### config.mk
export PLATFORM = sky130hd
export DESIGN_NAME = uart_rx
export DESIGN_NICKNAME = d
export VERILOG_FILES = /design/src/rtl/uart_pkg.sv /design/src/rtl/uart_rx_fifo.sv /design/src/rtl/uart_rx.sv
export SDC_FILE = /design/constraint.sdc
export NUM_CORES = 1
export LEC_CHECK = 0
export ABC_AREA = 1
export CAP_MARGIN = 20
export CORE_MARGIN = 10
export CORE_UTILIZATION = 33
export CTS_CLUSTER_SIZE = 25
export DETAILED_ROUTE_END_ITERATION = 12
export PLACE_DENSITY = 0.55
export SYNTH_ARGS = -nofsm -noshare
export SYNTH_HDL_FRONTEND = slang
export SYNTH_HIERARCHICAL = 1
export SYNTH_SLANG_ARGS = --single-unit
### constraint.sdc
create_clock -name clk -period 5.18 [get_ports clk]
set_input_delay 0.777 -clock clk [delete_from_list [all_inputs] [get_ports clk]]
set_output_delay 0.777 -clock clk [all_outputs]
set_load 0.01 [all_outputs]
### src/rtl/uart_pkg.sv
// Shared UART definitions: receiver FSM states and frame/oversampling constants.
package uart_pkg;

   localparam int unsigned OVERSAMPLE = 16;
   localparam int unsigned MID_SAMPLE = 8;
   localparam int unsigned DATA_BITS  = 8;

   // Bit counter width, shared with the transmitter
   localparam int unsigned BIT_CNT_W  = $clog2(DATA_BITS);
   localparam int unsigned TICK_CNT_W = $clog2(OVERSAMPLE);

   typedef enum logic [2:0] {
      IDLE,
      START,
      DATA,
      STOP,
      BREAK
   } rx_state_t;

endpackage

### src/rtl/uart_rx_fifo.sv
// Synchronous first-word fall-through FIFO. The head entry is always visible on
// pop_data. A pop is applied before a push, so a full FIFO accepts a push that
// coincides with a pop.
module uart_rx_fifo #(
   parameter int unsigned WIDTH = 8,
   parameter int unsigned DEPTH = 4
) (
   input  logic             clk,
   input  logic             rst_n,
   input  logic             push,
   input  logic [WIDTH-1:0] push_data,
   input  logic             pop,
   output logic [WIDTH-1:0] pop_data,
   output logic             full,
   output logic             empty
);

   localparam int unsigned PTR_W = (DEPTH > 1) ? $clog2(DEPTH) : 1;
   localparam logic [PTR_W:0] FULL_CNT = (PTR_W + 1)'(DEPTH);

   logic [WIDTH-1:0] mem_q [DEPTH];
   logic [PTR_W-1:0] wr_ptr_q;
   logic [PTR_W-1:0] rd_ptr_q;
   logic [PTR_W:0]   count_q;
   logic             do_push;
   logic             do_pop;

   // Qualify requests: pop on empty is ignored, push on full only if a pop frees a slot
   always_comb begin
      empty    = (count_q == '0);
      full     = (count_q == FULL_CNT);
      do_pop   = pop && !empty;
      do_push  = push && (!full || do_pop);
      pop_data = mem_q[rd_ptr_q];
   end

   // Storage, pointers and occupancy
   always_ff @(posedge clk or negedge rst_n) begin
      if (!rst_n) begin
         for (int i = 0; i < int'(DEPTH); i++) begin
            mem_q[i] <= '0;
         end
         wr_ptr_q <= '0;
         rd_ptr_q <= '0;
         count_q  <= '0;
      end else begin
         if (do_push) begin
            mem_q[wr_ptr_q] <= push_data;
            wr_ptr_q        <= wr_ptr_q + 1'b1;
         end
         if (do_pop) begin
            rd_ptr_q <= rd_ptr_q + 1'b1;
         end
         case ({do_push, do_pop})
            2'b10:   count_q <= count_q + 1'b1;
            2'b01:   count_q <= count_q - 1'b1;
            default: count_q <= count_q;
         endcase
      end
   end

endmodule

### src/rtl/uart_rx.sv
// 8N1 UART receiver with 16x oversampling, framing-error detection and an FWFT
// receive FIFO with sticky overrun flag.
module uart_rx
   import uart_pkg::*;
#(
   parameter int unsigned FIFO_DEPTH = 4,
   parameter int unsigned DIV_W      = 16
) (
   input  logic                 clk,
   input  logic                 rst_n,
   input  logic                 rxd,
   input  logic [DIV_W-1:0]     baud_div,
   output logic [DATA_BITS-1:0] rx_data,
   output logic                 rx_valid,
   input  logic                 rx_ready,
   output logic                 frame_err,
   output logic                 overrun,
   input  logic                 clr_err,
   output logic                 busy
);

   localparam logic [TICK_CNT_W-1:0] MID_LAST = TICK_CNT_W'(MID_SAMPLE - 1);
   localparam logic [TICK_CNT_W-1:0] OS_LAST  = TICK_CNT_W'(OVERSAMPLE - 1);
   localparam logic [BIT_CNT_W-1:0]  BIT_LAST = BIT_CNT_W'(DATA_BITS - 1);

   logic                  sync1_q;
   logic                  rxs;
   rx_state_t             state_q;
   logic [DIV_W-1:0]      div_q;
   logic [DIV_W-1:0]      div_cnt_q;
   logic [TICK_CNT_W-1:0] tick_cnt_q;
   logic [BIT_CNT_W-1:0]  bit_cnt_q;
   logic [DATA_BITS-1:0]  shift_q;
   logic                  frame_err_q;
   logic                  busy_q;
   logic                  overrun_q;
   logic                  tick;
   logic                  push;
   logic                  pop;
   logic                  fifo_full;
   logic                  fifo_empty;

   // Two-flop synchroniser, idle-high reset so no false start leaves reset
   always_ff @(posedge clk or negedge rst_n) begin
      if (!rst_n) begin
         sync1_q <= 1'b1;
         rxs     <= 1'b1;
      end else begin
         sync1_q <= rxd;
         rxs     <= sync1_q;
      end
   end

   // Oversample tick strobe and good-stop push decode
   always_comb begin
      tick = (state_q != IDLE) && (div_cnt_q == div_q);
      push = (state_q == STOP) && tick && (tick_cnt_q == OS_LAST) && rxs;
      pop  = rx_valid && rx_ready;
   end

   // Tick divider: held at zero while idle so each frame starts phase-aligned
   always_ff @(posedge clk or negedge rst_n) begin
      if (!rst_n) begin
         div_cnt_q <= '0;
      end else if (state_q == IDLE || tick) begin
         div_cnt_q <= '0;
      end else begin
         div_cnt_q <= div_cnt_q + 1'b1;
      end
   end

   // Receive FSM with registered busy and frame_err outputs
   always_ff @(posedge clk or negedge rst_n) begin
      if (!rst_n) begin
         state_q     <= IDLE;
         div_q       <= '0;
         tick_cnt_q  <= '0;
         bit_cnt_q   <= '0;
         shift_q     <= '0;
         frame_err_q <= 1'b0;
         busy_q      <= 1'b0;
      end else begin
         frame_err_q <= 1'b0;
         case (state_q)
            IDLE: begin
               if (!rxs) begin
                  div_q      <= baud_div;
                  tick_cnt_q <= '0;
                  state_q    <= START;
                  busy_q     <= 1'b1;
               end
            end
            START: begin
               if (tick) begin
                  if (tick_cnt_q == MID_LAST) begin
                     if (!rxs) begin
                        state_q    <= DATA;
                        bit_cnt_q  <= '0;
                        tick_cnt_q <= '0;
                     end else begin
                        // Glitch shorter than half a bit: not a real start bit
                        state_q <= IDLE;
                        busy_q  <= 1'b0;
                     end
                  end else begin
                     tick_cnt_q <= tick_cnt_q + 1'b1;
                  end
               end
            end
            DATA: begin
               if (tick) begin
                  // Tick count wraps 15 -> 0, giving one sample per bit period
                  tick_cnt_q <= tick_cnt_q + 1'b1;
                  if (tick_cnt_q == OS_LAST) begin
                     shift_q   <= {rxs, shift_q[DATA_BITS-1:1]};
                     bit_cnt_q <= bit_cnt_q + 1'b1;
                     if (bit_cnt_q == BIT_LAST) begin
                        state_q <= STOP;
                     end
                  end
               end
            end
            STOP: begin
               if (tick) begin
                  tick_cnt_q <= tick_cnt_q + 1'b1;
                  if (tick_cnt_q == OS_LAST) begin
                     if (rxs) begin
                        state_q <= IDLE;
                        busy_q  <= 1'b0;
                     end else begin
                        frame_err_q <= 1'b1;
                        state_q     <= BREAK;
                     end
                  end
               end
            end
            BREAK: begin
               // Line stuck low: wait for it to recover before hunting again
               if (rxs) begin
                  state_q <= IDLE;
                  busy_q  <= 1'b0;
               end
            end
            default: begin
               state_q <= IDLE;
               busy_q  <= 1'b0;
            end
         endcase
      end
   end

   // Sticky overrun: a byte lost to a full FIFO; set has priority over clear
   always_ff @(posedge clk or negedge rst_n) begin
      if (!rst_n) begin
         overrun_q <= 1'b0;
      end else if (push && fifo_full && !pop) begin
         overrun_q <= 1'b1;
      end else if (clr_err) begin
         overrun_q <= 1'b0;
      end
   end

   uart_rx_fifo #(
      .WIDTH (DATA_BITS),
      .DEPTH (FIFO_DEPTH)
   ) u_fifo (
      .clk       (clk),
      .rst_n     (rst_n),
      .push      (push),
      .push_data (shift_q),
      .pop       (pop),
      .pop_data  (rx_data),
      .full      (fifo_full),
      .empty     (fifo_empty)
   );

   // Output mapping
   always_comb begin
      rx_valid  = !fifo_empty;
      frame_err = frame_err_q;
      overrun   = overrun_q;
      busy      = busy_q;
   end

endmodule

==> results of run 1 <==
-- worst paths after layout --
path	startpoint	endpoint	slack, ns	depth (start not counted)
worst min-delay path	sync1_q	rxs	0.36	0
max in group asynchronous	rst_n	div_q[4]	3.71	2
worst min register to register	sync1_q	rxs	0.36	0
min in group asynchronous	rst_n	u_fifo/mem_q[1]	0.47	1
worst max-delay path	u_fifo/rd_ptr_q[0]	rx_data[0]	2.15	4
worst max register to register	div_cnt_q[8]	u_fifo/count_q[1]	2.56	13
-- metrics by stage --
stage / hold WS [ns] / std cells / utilization (%)
final: 0.356 / 808 / 39.0
after global routing: 0.359 / 808 / 39.0
after CTS: 0.358 / 807 / 38.9
after detailed placement: 0.349 / 792 / 36.5
after global placement: 0.347 / 792 / 36.5
after floorplan: 0.345 / 589 / -
-- synthesized netlist by cell type --
cell / count
sky130_fd_sc_hd__a21oi_1: 26
sky130_fd_sc_hd__a21oi_2: 2
sky130_fd_sc_hd__a31oi_1: 1
sky130_fd_sc_hd__and3b_1: 1
sky130_fd_sc_hd__buf_2: 2
sky130_fd_sc_hd__buf_4: 1
sky130_fd_sc_hd__buf_6: 3
sky130_fd_sc_hd__buf_8: 2
sky130_fd_sc_hd__clkbuf_1: 6
sky130_fd_sc_hd__dfrtp_1: 92
sky130_fd_sc_hd__dfstp_2: 2
sky130_fd_sc_hd__fa_1: 1
sky130_fd_sc_hd__ha_1: 8
sky130_fd_sc_hd__inv_1: 58
sky130_fd_sc_hd__inv_2: 15
sky130_fd_sc_hd__inv_8: 1
sky130_fd_sc_hd__nand2_1: 147
sky130_fd_sc_hd__nand2_2: 6
sky130_fd_sc_hd__nand2_4: 8
sky130_fd_sc_hd__nand3_1: 25
sky130_fd_sc_hd__nand3b_1: 2
sky130_fd_sc_hd__nand4_1: 6
sky130_fd_sc_hd__nor2_1: 70
sky130_fd_sc_hd__nor2_2: 6
sky130_fd_sc_hd__nor2_4: 1
sky130_fd_sc_hd__nor3_1: 9
sky130_fd_sc_hd__nor3_2: 2
sky130_fd_sc_hd__nor3_4: 1
sky130_fd_sc_hd__nor3b_1: 4
sky130_fd_sc_hd__o211ai_1: 2
sky130_fd_sc_hd__o21ai_0: 21
sky130_fd_sc_hd__o21ai_1: 29
sky130_fd_sc_hd__o21ai_2: 10
sky130_fd_sc_hd__o221a_2: 1
sky130_fd_sc_hd__o22ai_1: 8
sky130_fd_sc_hd__or2_2: 1
sky130_fd_sc_hd__xnor2_1: 2
sky130_fd_sc_hd__xor2_1: 7
-- report_power, final --
group,internal (mW),switching [mW]
clock,0.484,0.282
sequential,0.777,0.0674
combinational,0.194,0.232
total,1.45,0.581
-- worst reg2reg max path, stage by stage, from the launching register on --
cell	delay, ns
sky130_fd_sc_hd__dfrtp_1	0.43
sky130_fd_sc_hd__inv_1	0.11
sky130_fd_sc_hd__nand2_1	0.07
sky130_fd_sc_hd__nand2_1	0.04
sky130_fd_sc_hd__nor2_1	0.09
sky130_fd_sc_hd__nand2_1	0.07
sky130_fd_sc_hd__nor2_2	0.13
sky130_fd_sc_hd__nand2_4	0.13
sky130_fd_sc_hd__nor3_4	0.38
sky130_fd_sc_hd__inv_2	0.09
sky130_fd_sc_hd__nor3_2	0.24
sky130_fd_sc_hd__nand3b_1	0.21
sky130_fd_sc_hd__fa_1	0.43
sky130_fd_sc_hd__a21oi_1	0.13
-- flip-flops by register name, indices dropped and copies added, names as in the netlist --
| name | cells |
|---|---|
| frame_err | 1 |
| tick_cnt_q | 4 |
| u_fifo/rd_ptr_q | 2 |
| div_cnt_q | 16 |
| overrun | 1 |
| state_q | 3 |
| shift_q | 8 |
| busy | 1 |
| bit_cnt_q | 3 |
| u_fifo/count_q | 3 |
| u_fifo/wr_ptr_q | 2 |
| u_fifo/mem_q | 32 |
| rxs | 1 |
| sync1_q | 1 |
| div_q | 16 |
-- logic make-up (layout without fill, tap and decap cells) --
family / Yosys count / count (layout) / synth area share, %
AND/OR/NAND/NOR: 289 / 289 / 26.9
AO/OA/AOI/OAI: 100 / 100 / 11.8
flip-flops: 94 / 94 / 49.0
buffers and inverters: 88 / 123 / 8.10
adder cells (fa/ha/maj): 9 / 9 / 2.50
XOR/XNOR: 9 / 9 / 1.64
-- metal layers --
| layer | track usage (%) | up-vias | wire, um |
|---|---|---|---|
| met5 | 0 | - | 0 |
| met4 | 2.99 | 0 | 122 |
| met3 | 3.56 | 10 | 414 |
| met2 | 17.1 | 61 | 4730 |
| met1 | 13.3 | 1804 | 4810 |
| li1 | - | 1943 | - |
-- area by class of cell --
| type | count | area share [%] |
|---|---|---|
| Clock buffer | 10 | 4.24 |
| Clock inverter | 5 | 1.91 |
| Inverter | 74 | 5.07 |
| Multi-Input combinational cell | 407 | 36.6 |
| Sequential cell | 94 | 41.8 |
| Tap cell | 184 | 4.09 |
| Timing Repair Buffer | 34 | 6.27 |
==> metrics.log, run 1 <==
INFO  metric routed_wire_length_per_instance = 12.5 um
INFO  metric antennaDiodeCount = 0
INFO  metric tritoncts = done
INFO  metric design.portCount = 33
INFO  metric vias_post_dr = 3818
INFO  metric max_clock_freq = 330 MHz
INFO  metric timing.critical_path.max_delay_family = buffers and inverters
INFO  metric cts_inserted_buffers = 9
INFO  metric layout_worst_path_cycle_share = 58.5%
INFO  metric cts.clk_slew.worst_paths = 0.07 ns
INFO  metric n_fill_cell = 1481
INFO  metric synth.yosys.seq_area_share = 49.0%
INFO  metric remaining_routing_drc_violations = 0
INFO  metric first_global_vias = 3695
INFO  metric timing.max_cap.violations = 0
INFO  metric final-setup-viol-count = 0
INFO  metric layout.cells.most_common_list = 147 x sky130_fd_sc_hd__nand2_1, 92 x sky130_fd_sc_hd__dfrtp_1, 70 x sky130_fd_sc_hd__nor2_1
INFO  metric multi_input_comb_area = 2060 sq um
INFO  metric synth.area.top_cells = sky130_fd_sc_hd__dfrtp_1 48%, sky130_fd_sc_hd__nand2_1 11%, sky130_fd_sc_hd__nor2_1 5.5%
INFO  metric hp-class = flop to flop
INFO  metric relSlewSlack = 44.3%
INFO  metric syn_area = 4810 sq um
INFO  metric cellLeakagePower = 2.67 nW
INFO  metric hold_buffer_count_at_cts = 0
INFO  metric finalWirelength = 10100 um
INFO  metric rsz_0062_raised_after_global_routing = no
INFO  metric post_dp_cell_area = 5260 sq um
INFO  metric timing_max_transition_violations_final = 0
INFO  metric drive_gt1_share = 11.9%
INFO  metric total_of_warnings_raised_by_yosys = 6
INFO  metric worst_clock_skew = 0.00887 ns
INFO  metric layout_min_cycle_time = 3.03 ns
INFO  metric fp.dieArea = 19800 sq um
INFO  metric track_usage = 10.7%
INFO  metric core.rowCount = 44
INFO  metric drt_pre_antenna_iters = 4
INFO  metric grt_start_max_net_pins = 54
INFO  metric areaGrowthSynthToFinish = 17.2%
INFO  metric finalHoldViolations = 0
INFO  metric cp_data_required_time = 4.40 ns
INFO  metric drt_iter0_markers = 299
INFO  metric report.power.total = 2.04 mW
INFO  metric worst_setup_ep_type = output port
INFO  metric pwr_density_cell = 361 nW/um^2
INFO  metric post-synth-top-area-cell = sky130_fd_sc_hd__dfrtp_1
INFO  metric avgSynthCellArea = 8.16 sq um
INFO  metric setup-tns-final = 0 ns
INFO  metric initial_antenna_violation_count = 0
INFO  metric area_of_the_core = 14400 sq um
INFO  metric grt.overflow.total = 0
INFO  metric worstPathArrival = 2.25 ns
INFO  metric ctsHtreeMaxLevel = 3
INFO  metric final-seq-area = 2350 sq um
INFO  metric number_of_setup_buffers_added_after_cts = 0
INFO  metric worstPathBufferInverterCount = 2
INFO  metric timing.critical_path.fanout_max = 18
INFO  metric postRouteAntennaNets = 0
INFO  metric drt-vias-per-instance = 4.73
INFO  metric cts.sinks = 94
INFO  metric path_class = flop to output port
INFO  metric synth_fp_nets = 619
INFO  metric result_of_the_run = complete, no violations
INFO  metric ctsRootBufferMaster = sky130_fd_sc_hd__clkbuf_16
INFO  metric layout.cells.most_common = sky130_fd_sc_hd__nand2_1
INFO  metric peakVddDrop = 183 uV
INFO  metric postCtsResizedCells = 0
INFO  metric place_ws = 2.48 ns
INFO  metric place.detailed.hpwl = 7230 um
INFO  metric startpoint_class_of_the_critical_path = flop
INFO  metric synth.lib_cells_used.distinct = 38
INFO  metric cell_breakdown_of_the_critical_path = inv_1 > o21ai_0 > o22ai_1 > clkdlybuf4s50_1
INFO  metric die_y = 141 um
INFO  metric worst_path_slowest_cell = sky130_fd_sc_hd__dfrtp_1
INFO  metric grt_pass1_wl = 17700 um
INFO  metric initial_core_util = 33.3%
INFO  metric routabilityCongestion = 0.844
INFO  metric clk-insertion-delay-late = 0.35 ns
INFO  metric port_buffers = 32
INFO  metric synth.ff_latch_count = 94
INFO  metric syn-instance-count = 589
INFO  metric nNetsFinal = 650
INFO  metric finalWorstSetupSlack = 2.15 ns
INFO  metric stdcell_area = 5630 sq um
INFO  metric worst_slew_pin_slew = 0.832 ns
INFO  metric die_x = 141 um
INFO  metric clockBufferDepth = 2
INFO  metric slowest_delay = 0.67 ns
INFO  metric post-synth-top-area-fraction = 47.9%
(Power assumes the default switching activity.)
==> run 2, diff against run 1 <==
--- a/config.mk
+++ b/config.mk
@@ -11,7 +11,7 @@
 export CORE_UTILIZATION = 33
 export CTS_CLUSTER_SIZE = 25
 export DETAILED_ROUTE_END_ITERATION = 12
-export PLACE_DENSITY = 0.55
+export PLACE_DENSITY = 0.57
 export SYNTH_ARGS = -nofsm -noshare
 export SYNTH_HDL_FRONTEND = slang
 export SYNTH_HIERARCHICAL = 1
==> constraint.sdc (replaced) <==
create_clock -name clk -period 2.7 [get_ports clk]
set_input_delay 0.405 -clock clk [delete_from_list [all_inputs] [get_ports clk]]
set_output_delay 0.405 -clock clk [all_outputs]
set_load 0.01 [all_outputs]
==> run 2 against run 1 <==
Against the previous run: setup slack worse by 1.9 ns; critical path depth unchanged; utilization up 0.35 points; first-iteration DRC count down 40%; global-route usage up 0.27 points; worst hold slack about the same; power up 91%; routed wire length up 3.2%; critical endpoint is now rx_data[6]; register-to-register slack worse by 2.3 ns; sequential share of layout area down 0.37 points.
==> metrics.log, run 2 (synthesis gave the netlist of run 1 again) <==
INFO  metric drt_pre_antenna_iters = 4
INFO  metric startpoint_class_of_the_critical_path = flop
INFO  metric finalHoldViolations = 0
INFO  metric result_of_the_run = complete, no violations
INFO  metric routed_wire_length_per_instance = 12.8 um
INFO  metric max_clock_freq = 409 MHz
INFO  metric final_cells = 815
INFO  metric largest_register_ffs = 32
INFO  metric initial_core_util = 33.3%
INFO  metric finalWorstSetupSlack = 0.254 ns
INFO  metric timing.rr.start = div_cnt_q[8]
INFO  metric layout_worst_path_cycle_share = 90.6%
INFO  metric critPathCapture = rx_data[6]
INFO  metric n_fill_cell = 1508
INFO  metric cts.clk_slew.worst_paths = 0.07 ns
INFO  metric core.rowCount = 44
INFO  metric timing.reg2reg.worst_path_depth = 13
INFO  metric cts_inserted_buffers = 9
INFO  metric postRouteAntennaNets = 0
INFO  metric ctsRootBufferMaster = sky130_fd_sc_hd__clkbuf_16
INFO  metric top_regs = u_fifo/mem_q: 32 flops, div_cnt_q: 16 flops, div_q: 16 flops
INFO  metric placed_cells_incl_taps = 798
INFO  metric antennaDiodeCount = 0
INFO  metric slowest_delay = 0.58 ns
INFO  metric path_class = flop to output port
INFO  metric clockBufferDepth = 2
INFO  metric layout_min_cycle_time = 2.45 ns
INFO  metric top_register = u_fifo/mem_q
INFO  metric number_of_setup_buffers_added_after_cts = 0
INFO  metric drive_gt1_share = 12.7%
INFO  metric die_x = 141 um
INFO  metric area_of_the_core = 14400 sq um
INFO  metric vias_post_dr = 3864
INFO  metric cp-startpoint = u_fifo/rd_ptr_q[1]
INFO  metric finalWirelength = 10400 um
INFO  metric timing.max_cap.violations = 0
INFO  metric worstPathArrival = 2.04 ns
INFO  metric grt_start_max_net_pins = 39
INFO  metric drt-vias-per-instance = 4.74
INFO  metric track_usage = 10.9%
INFO  metric port_buffers = 32
INFO  metric pwr_density_cell = 685 nW/um^2
INFO  metric final-setup-viol-count = 0
INFO  metric rsz_0062_raised_after_global_routing = no
INFO  metric initial_antenna_violation_count = 0
INFO  metric cellLeakagePower = 2.70 nW
INFO  metric layout.cells.most_common = sky130_fd_sc_hd__nand2_1
INFO  metric grt_pass1_wl = 18100 um
INFO  metric die_y = 141 um
INFO  metric ctsHtreeMaxLevel = 3
INFO  metric clk-insertion-delay-late = 0.35 ns
INFO  metric layout.cells.most_common_list = 147 x sky130_fd_sc_hd__nand2_1, 92 x sky130_fd_sc_hd__dfrtp_1, 70 x sky130_fd_sc_hd__nor2_1
INFO  metric nNetsFinal = 656
INFO  metric remaining_routing_drc_violations = 0
INFO  metric setup-tns-final = 0 ns
INFO  metric worst_path_slowest_cell = sky130_fd_sc_hd__clkdlybuf4s50_1
INFO  metric fp.dieArea = 19800 sq um
INFO  metric cp_data_required_time = 2.30 ns
INFO  metric peakVddDrop = 372 uV
INFO  metric post_dp_cell_area = 5330 sq um
INFO  metric worst_setup_ep_type = output port
INFO  metric hp-class = flop to flop
INFO  metric cell_breakdown_of_the_critical_path = inv_1 > o21ai_0 > o22ai_1 > clkdlybuf4s50_1
INFO  metric final.hold.worst_slack = 0.355 ns
INFO  metric first_global_vias = 3850
INFO  metric stdcell_area = 5680 sq um
INFO  metric place_ws = 0.258 ns
INFO  metric worst_slew_pin_slew = 0.528 ns
INFO  metric cts.sinks = 94
INFO  metric worstPathBufferInverterCount = 2
INFO  metric worst_clock_skew = 0.0103 ns
INFO  metric worstReg2RegEnd = u_fifo/count_q[1]
INFO  metric cp.depth = 4
INFO  metric relSlewSlack = 64.8%
INFO  metric grt.overflow.total = 0
INFO  metric routabilityCongestion = 0.837
INFO  metric timing.critical_path.fanout_max = 10
INFO  metric timing.critical_path.max_delay_family = buffers and inverters
INFO  metric tritoncts = done
INFO  metric timing_max_transition_violations_final = 0
INFO  metric r2r_setup_slack = 0.26 ns
INFO  metric areaGrowthSynthToFinish = 18.2%
INFO  metric design.portCount = 33
INFO  metric place.detailed.hpwl = 7530 um
INFO  metric drt_iter0_markers = 180
==> run 2: cell types whose count changed in the layout (fill, tap and decap cells not counted), sizes merged <==
| cell | previous run | this run |
|---|---|---|
| dlygate4sd3 | 0 | 1 |
| clkbuf | 10 | 12 |
| buf | 3 | 8 |
| bufinv | 3 | 2 |
==> run 2: layout make-up <==
class / count / area [sq um] / share of cell area, %
multi-input combinational: 407 / 2060 / 36.3
timing repair buffer: 40 / 405 / 7.13
clock inverter: 4 / 77.6 / 1.37
sequential: 94 / 2350 / 41.4
inverter: 74 / 285 / 5.02
clock buffer: 12 / 267 / 4.69
tap: 184 / 230 / 4.05
==> run 2: routing by layer <==
metal	vias up	global-route usage [%]	routed length, um
met4	0	4.24	206
met5	-	0	0
met1	1828	12.9	4660
met2	66	18.3	5120
met3	18	3.19	419
li1	1952	-	-
==> run 2: worst min-delay path by stage <==
stage / from / endpoint / slack [ns] / cells after the start
6_report: sync1_q / rxs / 0.36 / 0
5_1_grt: sync1_q / rxs / 0.36 / 0
4_1_cts: sync1_q / rxs / 0.36 / 0
3_5_place_dp: sync1_q / rxs / 0.35 / 0
3_3_place_gp: sync1_q / rxs / 0.35 / 0
2_1_floorplan: rst_n / bit_cnt_q[0] / 0.11 / 0
==> run 2: repair_timing <==
action / in CTS / in global routing
hold buffers: 1 / 0
hold endpoints to repair: 19 / 0
resized for setup: 0 / 0
==> run 2: power by group <==
part / internal (mW) / switching, mW / leakage, nW
Clock: 0.890 / 0.543 / 0.169
Combinational: 0.390 / 0.480 / 1.30
Sequential: 1.49 / 0.100 / 1.23
Total: 2.77 / 1.12 / 2.70
==> run 2: metrics by stage <==
stage	total power, mW	util, %
4_1_cts	3.96	39.4
2_1_floorplan	2.12	-
3_5_place_dp	2.50	36.9
6_report	3.89	39.4
3_3_place_gp	2.48	36.9
5_1_grt	4.12	39.4
==> run 2: worst register-to-register path, stage by stage, from the launching register on <==
cell,delay [ns]
sky130_fd_sc_hd__dfrtp_1,0.43
sky130_fd_sc_hd__inv_1,0.11
sky130_fd_sc_hd__nand2_1,0.07
sky130_fd_sc_hd__nand2_1,0.04
sky130_fd_sc_hd__nor2_1,0.09
sky130_fd_sc_hd__nand2_1,0.07
sky130_fd_sc_hd__nor2_2,0.16
sky130_fd_sc_hd__nand2_4,0.13
sky130_fd_sc_hd__nor3_4,0.17
sky130_fd_sc_hd__inv_2,0.07
sky130_fd_sc_hd__nor3_2,0.24
sky130_fd_sc_hd__nand3b_1,0.21
sky130_fd_sc_hd__fa_1,0.44
sky130_fd_sc_hd__a21oi_1,0.14
